`src/rtl/la_cmd_ctrl_pkg.sv`:
```
// Shared types and constants for the logic-analyzer command processor:
// opcodes, FSM states, register map, response codes and reset values.
package la_pkg;

    typedef enum logic [1:0] {
        RD      = 2'b00,
        WR      = 2'b01,
        DUMP    = 2'b10,
        ILLEGAL = 2'b11
    } opcode_t;

    typedef enum logic [2:0] {
        IDLE,
        RESP_WAIT,
        DUMP_RD,
        DUMP_SEND,
        DUMP_WAIT
    } state_t;

    localparam logic [5:0] TRIG_CFG     = 6'h00;
    localparam logic [5:0] CH1_TRIG_CFG = 6'h01;
    localparam logic [5:0] CH2_TRIG_CFG = 6'h02;
    localparam logic [5:0] CH3_TRIG_CFG = 6'h03;
    localparam logic [5:0] CH4_TRIG_CFG = 6'h04;
    localparam logic [5:0] CH5_TRIG_CFG = 6'h05;
    localparam logic [5:0] DECIMATOR    = 6'h06;
    localparam logic [5:0] VIH          = 6'h07;
    localparam logic [5:0] VIL          = 6'h08;
    localparam logic [5:0] MATCH_H      = 6'h09;
    localparam logic [5:0] MATCH_L      = 6'h0A;
    localparam logic [5:0] MASK_H       = 6'h0B;
    localparam logic [5:0] MASK_L       = 6'h0C;
    localparam logic [5:0] BAUD_CNT_H   = 6'h0D;
    localparam logic [5:0] BAUD_CNT_L   = 6'h0E;
    localparam logic [5:0] TRIG_POS_H   = 6'h0F;
    localparam logic [5:0] TRIG_POS_L   = 6'h10;

    localparam logic [7:0] ACK  = 8'hA5;
    localparam logic [7:0] NACK = 8'hEE;

    localparam logic [5:0]  TRIG_CFG_RST     = 6'h03;
    localparam logic [4:0]  CH_TRIG_CFG_RST  = 5'h01;
    localparam logic [3:0]  DECIMATOR_RST    = 4'h0;
    localparam logic [7:0]  VIH_RST          = 8'hAA;
    localparam logic [7:0]  VIL_RST          = 8'h55;
    localparam logic [15:0] MATCH_RST        = 16'h0000;
    localparam logic [15:0] MASK_RST         = 16'h0000;
    localparam logic [15:0] BAUD_CNT_RST     = 16'h01B2;
    localparam logic [15:0] TRIG_POS_RST     = 16'h0001;

    function automatic logic addr_legal(input logic [5:0] addr);
        return addr <= TRIG_POS_L;
    endfunction

    function automatic logic chan_legal(input logic [2:0] ch);
        return (ch >= 3'd1) && (ch <= 3'd5);
    endfunction

    // rdata packs {CH5..CH1}, CH1 in the low byte.
    function automatic logic [7:0] chan_byte(input logic [39:0] rdata, input logic [2:0] ch);
        logic [7:0] b;
        b = '0;
        case (ch)
            3'd1:    b = rdata[7:0];
            3'd2:    b = rdata[15:8];
            3'd3:    b = rdata[23:16];
            3'd4:    b = rdata[31:24];
            3'd5:    b = rdata[39:32];
            default: b = '0;
        endcase
        return b;
    endfunction

endpackage

```
`src/rtl/la_cmd_ctrl_if.sv`:
```
// Host command / response handshake between the UART wrapper and the
// command processor.
interface la_cmd_ctrl_if;
    logic [15:0] cmd;
    logic        cmd_rdy;
    logic        clr_cmd_rdy;
    logic [7:0]  resp;
    logic        send_resp;
    logic        resp_sent;

    modport master (
        output cmd, cmd_rdy, resp_sent,
        input  clr_cmd_rdy, resp, send_resp
    );

    modport slave (
        input  cmd, cmd_rdy, resp_sent,
        output clr_cmd_rdy, resp, send_resp
    );
endinterface

```
`src/rtl/la_cmd_ctrl_cfg_regs.sv`:
```
// Trigger/threshold configuration register file: write decode, read mux
// and the sticky capture_done bit in trig_cfg[5].
module la_cfg_regs
    import la_pkg::*;
(
    input  logic        clk,
    input  logic        rst,
    input  logic        wr_en,
    input  logic [5:0]  addr,
    input  logic [7:0]  wdata,
    input  logic        set_capture_done,
    output logic [7:0]  rd_data,
    output logic [5:0]  trig_cfg,
    output logic [4:0]  ch1_trig_cfg,
    output logic [4:0]  ch2_trig_cfg,
    output logic [4:0]  ch3_trig_cfg,
    output logic [4:0]  ch4_trig_cfg,
    output logic [4:0]  ch5_trig_cfg,
    output logic [3:0]  decimator,
    output logic [7:0]  vih,
    output logic [7:0]  vil,
    output logic [15:0] match,
    output logic [15:0] mask,
    output logic [15:0] baud_cnt,
    output logic [15:0] trig_pos
);

    always_ff @(posedge clk) begin
        if (rst) begin
            trig_cfg     <= TRIG_CFG_RST;
            ch1_trig_cfg <= CH_TRIG_CFG_RST;
            ch2_trig_cfg <= CH_TRIG_CFG_RST;
            ch3_trig_cfg <= CH_TRIG_CFG_RST;
            ch4_trig_cfg <= CH_TRIG_CFG_RST;
            ch5_trig_cfg <= CH_TRIG_CFG_RST;
            decimator    <= DECIMATOR_RST;
            vih          <= VIH_RST;
            vil          <= VIL_RST;
            match        <= MATCH_RST;
            mask         <= MASK_RST;
            baud_cnt     <= BAUD_CNT_RST;
            trig_pos     <= TRIG_POS_RST;
        end else begin
            if (wr_en) begin
                case (addr)
                    TRIG_CFG:     trig_cfg         <= wdata[5:0];
                    CH1_TRIG_CFG: ch1_trig_cfg     <= wdata[4:0];
                    CH2_TRIG_CFG: ch2_trig_cfg     <= wdata[4:0];
                    CH3_TRIG_CFG: ch3_trig_cfg     <= wdata[4:0];
                    CH4_TRIG_CFG: ch4_trig_cfg     <= wdata[4:0];
                    CH5_TRIG_CFG: ch5_trig_cfg     <= wdata[4:0];
                    DECIMATOR:    decimator        <= wdata[3:0];
                    VIH:          vih              <= wdata;
                    VIL:          vil              <= wdata;
                    MATCH_H:      match[15:8]      <= wdata;
                    MATCH_L:      match[7:0]       <= wdata;
                    MASK_H:       mask[15:8]       <= wdata;
                    MASK_L:       mask[7:0]        <= wdata;
                    BAUD_CNT_H:   baud_cnt[15:8]   <= wdata;
                    BAUD_CNT_L:   baud_cnt[7:0]    <= wdata;
                    TRIG_POS_H:   trig_pos[15:8]   <= wdata;
                    TRIG_POS_L:   trig_pos[7:0]    <= wdata;
                    default: ;
                endcase
            end
            // Placed after the write so a same-cycle set overrides bit 5.
            if (set_capture_done)
                trig_cfg[5] <= 1'b1;
        end
    end

    always_comb begin
        rd_data = '0;
        case (addr)
            TRIG_CFG:     rd_data = {2'b00, trig_cfg};
            CH1_TRIG_CFG: rd_data = {3'b000, ch1_trig_cfg};
            CH2_TRIG_CFG: rd_data = {3'b000, ch2_trig_cfg};
            CH3_TRIG_CFG: rd_data = {3'b000, ch3_trig_cfg};
            CH4_TRIG_CFG: rd_data = {3'b000, ch4_trig_cfg};
            CH5_TRIG_CFG: rd_data = {3'b000, ch5_trig_cfg};
            DECIMATOR:    rd_data = {4'h0, decimator};
            VIH:          rd_data = vih;
            VIL:          rd_data = vil;
            MATCH_H:      rd_data = match[15:8];
            MATCH_L:      rd_data = match[7:0];
            MASK_H:       rd_data = mask[15:8];
            MASK_L:       rd_data = mask[7:0];
            BAUD_CNT_H:   rd_data = baud_cnt[15:8];
            BAUD_CNT_L:   rd_data = baud_cnt[7:0];
            TRIG_POS_H:   rd_data = trig_pos[15:8];
            TRIG_POS_L:   rd_data = trig_pos[7:0];
            default:      rd_data = '0;
        endcase
    end

endmodule

```
`src/rtl/la_cmd_ctrl.sv`:
```
// Logic-analyzer command processor: decodes host read/write/dump commands,
// answers through the UART transmitter and streams capture RAM dumps.
module la_cmd_ctrl
    import la_pkg::*;
#(
    parameter int unsigned ENTRIES = 384,
    parameter int unsigned ADDR_W  = 9
) (
    input  logic              clk,
    input  logic              rst,
    la_cmd_ctrl_if.slave      bus,
    input  logic              set_capture_done,
    input  logic [ADDR_W-1:0] waddr,
    output logic [ADDR_W-1:0] raddr,
    input  logic [39:0]       rdata,
    output logic [5:0]        trig_cfg,
    output logic [4:0]        ch1_trig_cfg,
    output logic [4:0]        ch2_trig_cfg,
    output logic [4:0]        ch3_trig_cfg,
    output logic [4:0]        ch4_trig_cfg,
    output logic [4:0]        ch5_trig_cfg,
    output logic [3:0]        decimator,
    output logic [7:0]        vih,
    output logic [7:0]        vil,
    output logic [15:0]       match,
    output logic [15:0]       mask,
    output logic [15:0]       baud_cnt,
    output logic [15:0]       trig_pos
);

    localparam logic [ADDR_W-1:0] LAST = ADDR_W'(ENTRIES - 1);

    state_t            state, state_nxt;
    logic [7:0]        resp_q, resp_nxt;
    logic              send_q, send_nxt;
    logic              clr_q, clr_nxt;
    logic [ADDR_W-1:0] raddr_nxt;
    logic [ADDR_W-1:0] count, count_nxt;
    logic [2:0]        ch_sel, ch_nxt;
    logic              wr_en;
    logic [7:0]        rd_data;

    opcode_t    op;
    logic [5:0] addr;
    logic [7:0] data;

    assign op   = opcode_t'(bus.cmd[15:14]);
    assign addr = bus.cmd[13:8];
    assign data = bus.cmd[7:0];

    assign bus.resp        = resp_q;
    assign bus.send_resp   = send_q;
    assign bus.clr_cmd_rdy = clr_q;

    la_cfg_regs u_regs (
        .clk              (clk),
        .rst              (rst),
        .wr_en            (wr_en),
        .addr             (addr),
        .wdata            (data),
        .set_capture_done (set_capture_done),
        .rd_data          (rd_data),
        .trig_cfg         (trig_cfg),
        .ch1_trig_cfg     (ch1_trig_cfg),
        .ch2_trig_cfg     (ch2_trig_cfg),
        .ch3_trig_cfg     (ch3_trig_cfg),
        .ch4_trig_cfg     (ch4_trig_cfg),
        .ch5_trig_cfg     (ch5_trig_cfg),
        .decimator        (decimator),
        .vih              (vih),
        .vil              (vil),
        .match            (match),
        .mask             (mask),
        .baud_cnt         (baud_cnt),
        .trig_pos         (trig_pos)
    );

    always_ff @(posedge clk) begin
        if (rst) begin
            state  <= IDLE;
            resp_q <= '0;
            send_q <= 1'b0;
            clr_q  <= 1'b0;
            raddr  <= '0;
            count  <= '0;
            ch_sel <= '0;
        end else begin
            state  <= state_nxt;
            resp_q <= resp_nxt;
            send_q <= send_nxt;
            clr_q  <= clr_nxt;
            raddr  <= raddr_nxt;
            count  <= count_nxt;
            ch_sel <= ch_nxt;
        end
    end

    always_comb begin
        state_nxt = state;
        resp_nxt  = resp_q;
        send_nxt  = 1'b0;
        clr_nxt   = 1'b0;
        raddr_nxt = raddr;
        count_nxt = count;
        ch_nxt    = ch_sel;
        wr_en     = 1'b0;
        case (state)
            IDLE: begin
                if (bus.cmd_rdy) begin
                    clr_nxt   = 1'b1;
                    send_nxt  = 1'b1;
                    resp_nxt  = NACK;
                    state_nxt = RESP_WAIT;
                    case (op)
                        WR: if (addr_legal(addr)) begin
                            wr_en    = 1'b1;
                            resp_nxt = ACK;
                        end
                        RD: if (addr_legal(addr))
                            resp_nxt = rd_data;
                        // Dump starts at the write pointer, which is the oldest sample.
                        DUMP: if (chan_legal(data[2:0])) begin
                            send_nxt  = 1'b0;
                            raddr_nxt = waddr;
                            count_nxt = '0;
                            ch_nxt    = data[2:0];
                            state_nxt = DUMP_RD;
                        end
                        default: ;
                    endcase
                end
            end
            RESP_WAIT: begin
                if (bus.resp_sent)
                    state_nxt = IDLE;
            end
            DUMP_RD: begin
                state_nxt = DUMP_SEND;
            end
            DUMP_SEND: begin
                resp_nxt  = chan_byte(rdata, ch_sel);
                send_nxt  = 1'b1;
                state_nxt = DUMP_WAIT;
            end
            DUMP_WAIT: begin
                if (bus.resp_sent) begin
                    if (count == LAST) begin
                        state_nxt = IDLE;
                    end else begin
                        count_nxt = count + 1'b1;
                        raddr_nxt = (raddr == LAST) ? '0 : raddr + 1'b1;
                        state_nxt = DUMP_RD;
                    end
                end
            end
            default: state_nxt = IDLE;
        endcase
    end

endmodule

```
`src/flat_wrapper.sv`:
```
// flat-port wrapper written by rule: the top's interface ports become plain ports
module la_cmd_ctrl_flat import la_pkg::*;
#(
    parameter int unsigned ENTRIES = 384,
    parameter int unsigned ADDR_W  = 9
)
  (clk, rst, set_capture_done, waddr, raddr, rdata, trig_cfg, ch1_trig_cfg, ch2_trig_cfg, ch3_trig_cfg, ch4_trig_cfg, ch5_trig_cfg, decimator, vih, vil, match, mask, baud_cnt, trig_pos, bus_cmd, bus_cmd_rdy, bus_resp_sent, bus_clr_cmd_rdy, bus_resp, bus_send_resp);
  la_cmd_ctrl_if bus_i ();
  input  logic clk;
  input  logic rst;
  input  logic set_capture_done;
  input  logic [ADDR_W-1:0] waddr;
  output logic [ADDR_W-1:0] raddr;
  input  logic [39:0] rdata;
  output logic [5:0] trig_cfg;
  output logic [4:0] ch1_trig_cfg;
  output logic [4:0] ch2_trig_cfg;
  output logic [4:0] ch3_trig_cfg;
  output logic [4:0] ch4_trig_cfg;
  output logic [4:0] ch5_trig_cfg;
  output logic [3:0] decimator;
  output logic [7:0] vih;
  output logic [7:0] vil;
  output logic [15:0] match;
  output logic [15:0] mask;
  output logic [15:0] baud_cnt;
  output logic [15:0] trig_pos;
  input wire logic [$bits(bus_i.cmd)-1:0] bus_cmd;
  input wire logic [$bits(bus_i.cmd_rdy)-1:0] bus_cmd_rdy;
  input wire logic [$bits(bus_i.resp_sent)-1:0] bus_resp_sent;
  output wire logic [$bits(bus_i.clr_cmd_rdy)-1:0] bus_clr_cmd_rdy;
  output wire logic [$bits(bus_i.resp)-1:0] bus_resp;
  output wire logic [$bits(bus_i.send_resp)-1:0] bus_send_resp;
  assign bus_i.cmd = bus_cmd;
  assign bus_i.cmd_rdy = bus_cmd_rdy;
  assign bus_i.resp_sent = bus_resp_sent;
  assign bus_clr_cmd_rdy = bus_i.clr_cmd_rdy;
  assign bus_resp = bus_i.resp;
  assign bus_send_resp = bus_i.send_resp;
  la_cmd_ctrl #(.ENTRIES(ENTRIES), .ADDR_W(ADDR_W)) u_core (.clk(clk), .rst(rst), .bus(bus_i), .set_capture_done(set_capture_done), .waddr(waddr), .raddr(raddr), .rdata(rdata), .trig_cfg(trig_cfg), .ch1_trig_cfg(ch1_trig_cfg), .ch2_trig_cfg(ch2_trig_cfg), .ch3_trig_cfg(ch3_trig_cfg), .ch4_trig_cfg(ch4_trig_cfg), .ch5_trig_cfg(ch5_trig_cfg), .decimator(decimator), .vih(vih), .vil(vil), .match(match), .mask(mask), .baud_cnt(baud_cnt), .trig_pos(trig_pos));
endmodule
```
`config.mk`:
```
export PLATFORM = sky130hd
export DESIGN_NAME = la_cmd_ctrl_flat
export DESIGN_NICKNAME = d
export VERILOG_FILES = /design/src/rtl/la_cmd_ctrl_pkg.sv /design/src/rtl/la_cmd_ctrl_if.sv /design/src/rtl/la_cmd_ctrl_cfg_regs.sv /design/src/rtl/la_cmd_ctrl.sv /design/src/flat_wrapper.sv
export SDC_FILE = /design/constraint.sdc
export NUM_CORES = 1
export LEC_CHECK = 0
export BUFFER_PORTS_ARGS = -buffer_cell sky130_fd_sc_hd__buf_2
export CORE_MARGIN = 10
export CORE_UTILIZATION = 34
export CTS_BUF_LIST = sky130_fd_sc_hd__clkbuf_4
export DETAILED_ROUTE_END_ITERATION = 12
export GPL_TIMING_DRIVEN = 0
export SLEW_MARGIN = 20
export SYNTH_ARGS = -nofsm -noshare
export SYNTH_HDL_FRONTEND = slang
export SYNTH_HIERARCHICAL = 1
export SYNTH_SLANG_ARGS = --single-unit
```
`constraint.sdc`:
```
create_clock -name clk -period 3.7 [get_ports clk]
set_input_delay 0.185 -clock clk [delete_from_list [all_inputs] [get_ports clk]]
set_output_delay 0.185 -clock clk [all_outputs]
set_load 0.005 [all_outputs]
```
---- Word level (Yosys, flattened, before mapping) ----
Index checks and enable logic that the tools add are counted.
W data, S select, Z words.
operators by class
  equal/unequal tests ..................... 35
  bitwise logic cells ..................... 1
  div/mod/pow operators ................... 0
  muxes and demuxes ....................... 39
  shift-type cells ........................ 0
  $lt $le $gt $ge ......................... 3
  reductions and logical operators ........ 31
  multipliers ............................. 0
  $add $sub $neg .......................... 2
operator list
  operator               number
  $pmux W8 S17           1
  $mux W9                11
  $eq A6 B4 Y1 const B   8
  $pmux W8 S5            1
  $reduce_and A2 Y1      19
  $pmux W9 S2            2
  $pmux W8 S2            2
  $eq A6 B3 Y1 const B   4
  $add A9 B1 Y9 const B  2
  $eq A9 B9 Y1 const B   2
  $mux W8                2
  $pmux W3 S5            1
  $eq A3 B2 Y1 const B   4
  $eq A6 B2 Y1 const B   2
  $mux W3                4
  $mux W6                2
  $ne A2 B2 Y1 const B   5
  $eq A3 B3 Y1 const B   3
  $mux W1                9
  $reduce_bool A2 Y1     4
  $mux W7                1
  $eq A3 B1 Y1 const B   2
  $eq A6 B1 Y1 const B   1
  $eq A6 B5 Y1 const B   1
  17 further kinds       18
word-level totals
  flip-flop bits (word level) ............. 149
  memories kept ........................... 0
  RAM bits ................................ 0
  bits in latches ......................... 0
  bits of input ports ..................... 70
  output and inout port bits .............. 134
  bits in read-only memories .............. 0
  word-level logic and storage cells ...... 136

---- Depth between registers and ports, before layout ----
  depth in word-level cells ............... 7
  mapped depth ............................ 10

---- Modules after synthesis ----
Netlist, hierarchy kept.
modules (own cells, without submodules)
  module       cells each  sequential area each (µm²)  instances  area each (µm²)
  la_cfg_regs  605         2302.2                      1          5509.0
  la_cmd_ctrl  276         680.7                       1          2255.9

---- Least setup slack after synthesis ----
Ideal clock, no wire load.
  path type ............................... register to register
  from .................................... register u_core.state[0]
  to ...................................... register u_core.u_regs.ch4_trig_cfg[0]
  setup time .............................. 120 ps
  slack ................................... 1336 ps
  data arrival time ....................... 2245 ps
  cell stages (with the launch flop) ...... 9
  period minus slack after synthesis ...... 2364 ps
  cell sequence ........................... dfxtp_1 > buf_4 > nor4b_4 > nand3_1 > nor2_1 > buf_2 > buf_1 > nand3_2 > a211o_1
on the way
  cells in the longest elaborated chain, start to end .. 3
RTL lines
  what                                RTL line                    source
  start, declared                     la_cmd_ctrl.sv:33           state_t state, state_nxt;
  start signal, assigned              la_cmd_ctrl.sv:88           state <= state_nxt;
  $logic_not A3 Y1                    la_cmd_ctrl.sv:107          case (state)
  $mux W1                             la_cmd_ctrl.sv:107
  via u_core.wr_en                    la_cmd_ctrl.sv:40           logic wr_en;
  $reduce_and A2 Y1 (no source line)  -
  end signal, assigned                la_cmd_ctrl_cfg_regs.sv:50  CH4_TRIG_CFG: ch4_trig_cfg <= wdata[4:0];
  end, declared                       la_cmd_ctrl_cfg_regs.sv:17  output logic [4:0] ch4_trig_cfg,
The timed path passes the listed nets, and every way through them passes these cells.
A chain may end at the register's enable or synchronous reset.

---- Worst setup path after layout ----
  from .................................... register u_core.state[1]
  to ...................................... register u_core.u_regs.trig_cfg[5]
on the way
  cells in the longest elaborated chain, start to end .. 4
RTL lines
  what                                 RTL line                    source
  $logic_not A3 Y1                     la_cmd_ctrl.sv:107
  $mux W1                              la_cmd_ctrl.sv:107
  via u_core.wr_en                     la_cmd_ctrl.sv:40
  $reduce_bool A2 Y1 (no source line)  -
  $reduce_and A2 Y1 (no source line)   -
  end signal, assigned                 la_cmd_ctrl_cfg_regs.sv:46  TRIG_CFG: trig_cfg <= wdata[5:0];
  end, declared                        la_cmd_ctrl_cfg_regs.sv:13  output logic [5:0] trig_cfg,
The timed path passes the listed nets, and every way through them passes these cells.

==> impl_metrics.py <==
metrics = {
    "status": {
        "status": "finished clean",
    },
    "floorplan": {
        "die_y_um": 171,
        "rows": 55,
        "core-area_mm2": 0.0226,
        "pin_count": 204,
        "start_util_pct": 34.4,
        "die-area_mm2": 0.0293,
        "fp.dieW_um": 171,
    },
    "clock_network": {
        "insertion_delay_ns": 0.58,
        "htree_levels": 4,
        "numCtsBuffers": 17,
        "path_clk_slew_ns": 0.16,
        "cts_root_buffer": "clkbuf_4",
        "post_cts.repair.setup_buffers": 0,
        "cts_max_path_buffers": 2,
        "clkSinkCount": 149,
        "cts_tree": "yes",
    },
    "synth": {
        "synthArstFlopShare_pct": 0,
        "ys_ff_latch": 149,
        "ys_types": 79,
        "netlist.area_leader.share_pct": 38.4,
        "synth-warning-count": 6,
        "synth-edff-count": 0,
        "yosysTopAreaCell": "dfxtp_1",
        "yosysMostFrequentCell": "dfxtp_1",
        "netlist_top_cells_area": "dfxtp_1 (38%), mux2i_1 (6.4%), nand2_1 (5.7%)",
        "syn_inst": 881,
        "synthTopCellsByCount": "dfxtp_1 (149), nand2_1 (117), a21oi_1 (73), nor2_1 (56), mux2i_1 (50)",
        "postSynthAreaPerCell_um2": 8.81,
        "syn-num-nets": 953,
        "synth.cell_area_mm2": 0.00776,
        "ys.flop_type": "dfxtp_1",
        "synth-seq-area-share_pct": 38.4,
    },
    "worst_setup_path": {
        "crit_buf_inv": 3,
        "cp_cell_sequence": "buf_4 > nor4b_4 > nand3_1 > nor2_1 > buf_2 > nand3_2 > mux2i_1 > a21oi_1 > dlygate4sd3_1",
        "cp-end-kind": "flip-flop",
        "r2r_slack_ns": 0.41,
        "critical_path.max_stage_delay_ns": 0.58,
        "crit_start": "u_core/state[1]",
        "r2r_cells": 9,
        "r2r-end": "u_core/u_regs/trig_cfg[5]",
        "critical_path_class": "flip-flop to flip-flop",
        "slowest_stage": "dlygate4sd3_1",
        "cp.arrival_ns": 3.75,
        "cp_num_cells": 9,
        "worstSetupStartpointType": "flip-flop",
        "crit_fanout": 10,
        "worstSetupEndpoint": "u_core/u_regs/trig_cfg[5]",
        "worst_ep_required_time_ns": 4.16,
        "r2r-start": "u_core/state[1]",
        "critPathTopFamily": "simple AND/OR/NAND/NOR gates",
    },
    "route": {
        "route.detailed.drc": 0,
        "first_iter_violations": 754,
        "routedWlPerCell_um": 22.4,
        "avgViaCountPerCell": 5.64,
        "firstDrtPassIters": 7,
        "wirelength_mm": 31.8,
        "vias": 7994,
        "ant_nets": 0,
    },
    "power_and_ir_drop": {
        "max-vdd-ir-drop_mv": 0.159,
        "p_per_area_mw_per_mm2": 319,
        "leakagePower_nw": 3.99,
    },
    "final_layout": {
        "nNetsFinal": 1191,
        "area_delta_synth_final_pct": 23.8,
        "layout-drive-gt1-share_pct": 28.4,
    },
    "global_route": {
        "met2_usage_pct": 33.4,
        "grt.total_usage_pct": 21.1,
        "grt_pass1_vias": 7645,
        "use_met3_pct": 6.52,
        "gr-usage-met1_pct": 26.8,
        "antenna_found_initial": 1,
        "grt_pass1_wl_mm": 47.4,
        "grt_max_degree": 17,
        "grt_overflow_total": 0,
        "grt-busiest-layer": "met2",
    },
    "sta": {
        "finalCritPeriodShare_pct": 88.9,
        "max_freq_mhz": 304,
        "setup_viol": 0,
        "clock_skew_ns": 0.0355,
        "hold_viol": 0,
        "min_period_ns": 3.29,
        "slew_headroom_pct": 42.8,
        "finalSetupTns_ns": 0,
        "rsz0062_at_grt": "no",
        "slew_viol_final": 0,
        "max_slew.worst_pin.slew_ns": 0.847,
        "setup_ws_ns": 0.410,
    },
    "min_path": {
        "hold_path_class": "input pin to flip-flop",
        "min_path_cells": 3,
    },
    "place": {
        "post-place-ws_ns": 0.256,
        "place.gp.congestion": 0.934,
        "hpwl_mm": 23.9,
        "io_buffers": 199,
    },
    "run": {
        "drv_cap": 0,
    },
}
[tightest hold or removal path, cell delays in order]
cell and delay, ns:
buf_2 0.13, or3b_2 0.23, nor3_1 0.05
[through the flow]
stage	util (%)	cells	hold WS (ns)	power (mW)	cell area, um2
detailed placement	40.4	1365	0.431	2.00	9120
global route	42.6	1418	0.0441	3.19	9610
floorplan	-	881	0.303	1.86	7760
CTS	42.6	1417	0.00189	3.09	9610
finish	42.6	1418	0.0613	3.06	9610
global placement	40.4	1365	0.427	2.00	9120
[report_power, final]
part	switching [mW]	internal, mW	leakage [nW]
clock network	0.650	0.422	0.142
registers	0.0121	1.62	1.20
logic	0.219	0.137	2.65
[cell families (layout without fill, tap and decap cells)]
family | count (synthesis) | in the layout | synth area share (%)
flops | 149 | 149 | 38.4
mux | 72 | 72 | 11.7
other cells | 0 | 1 | 0
simple gates | 305 | 305 | 21.5
buf+inv | 97 | 348 | 6.62
compound gates | 256 | 256 | 21.5
fa+ha+maj | 2 | 2 | 0.322
[layout by cell type (no fill, tap or decap), types with 7 or more instances in the layout]
cell type	count
a22oi_1	11
nand4_1	12
nand2_1	117
a2bb2oi_1	8
mux2i_1	50
clkbuf_1	43
mux2_2	8
a211o_1	12
dfxtp_1	149
buf_6	12
buf_4	11
buf_2	214
and3_1	9
o22ai_1	9
nor3_1	7
nor2b_1	12
a221oi_1	9
nand3_1	27
o31ai_1	7
dlygate4sd3_1	20
nand3b_1	16
clkbuf_4	19
nor2_1	56
a21o_1	7
a21oi_1	73
inv_1	15
o21ai_0	36
mux4_2	14
o21ai_1	32
[registers in the layout (all words and copies together), names as in the netlist]
signal                      flops
u_core/u_regs/baud_cnt         16
u_core/u_regs/mask             16
u_core/u_regs/match            16
u_core/u_regs/trig_pos         16
u_core/count                    9
u_core/raddr                    9
u_core/bus.resp                 8
u_core/u_regs/vih               8
u_core/u_regs/vil               8
u_core/u_regs/trig_cfg          6
u_core/u_regs/ch1_trig_cfg      5
u_core/u_regs/ch2_trig_cfg      5
u_core/u_regs/ch3_trig_cfg      5
u_core/u_regs/ch4_trig_cfg      5
u_core/u_regs/ch5_trig_cfg      5
u_core/u_regs/decimator         4
u_core/ch_sel                   3
u_core/state                    3
u_core/bus.clr_cmd_rdy          1
u_core/bus.send_resp            1
[repair_timing]
action                                  4_1_cts  5_1_grt
hold buffers                                 20        0
hold endpoints to repair                     27        0
resized for setup                             0        0
endpoints found under the setup margin        0        0
[area by class of cell]
| cell class | instances | area (um2) |
|---|---|---|
| repair buffers | 219 | 1200 |
| clock inverters | 13 | 150 |
| fillers | 2341 | 13000 |
| clock buffers | 19 | 143 |
| inverters | 15 | 56.3 |
| flip-flops and latches | 149 | 2980 |
| multi-input cells | 635 | 4270 |
| well taps | 285 | 357 |
| plain buffers | 82 | 458 |
| diodes | 1 | 2.50 |
[metal layers]
layer | wire (um) | vias to the layer above | part of all wire [%]
met5 | 0 | - | 0
met4 | 650 | 0 | 2.0
met3 | 3650 | 44 | 11
met2 | 14500 | 449 | 46
met1 | 12900 | 3799 | 41
li1 | - | 3702 | -
[worst min path at each step]
stage | startpoint | slack, ns | endpoint
after global placement | set_capture_done | 0.43 | u_core/u_regs/trig_cfg[5]
after detailed placement | set_capture_done | 0.43 | u_core/u_regs/trig_cfg[5]
final | bus_cmd_rdy | 0.06 | u_core/bus.clr_cmd_rdy
after floorplan | bus_cmd[0] | 0.30 | u_core/u_regs/baud_cnt[8]
after CTS | bus_cmd_rdy | 0.002 | u_core/bus.clr_cmd_rdy
after global routing | bus_cmd_rdy | 0.04 | u_core/bus.clr_cmd_rdy
(Power assumes the default switching activity.)
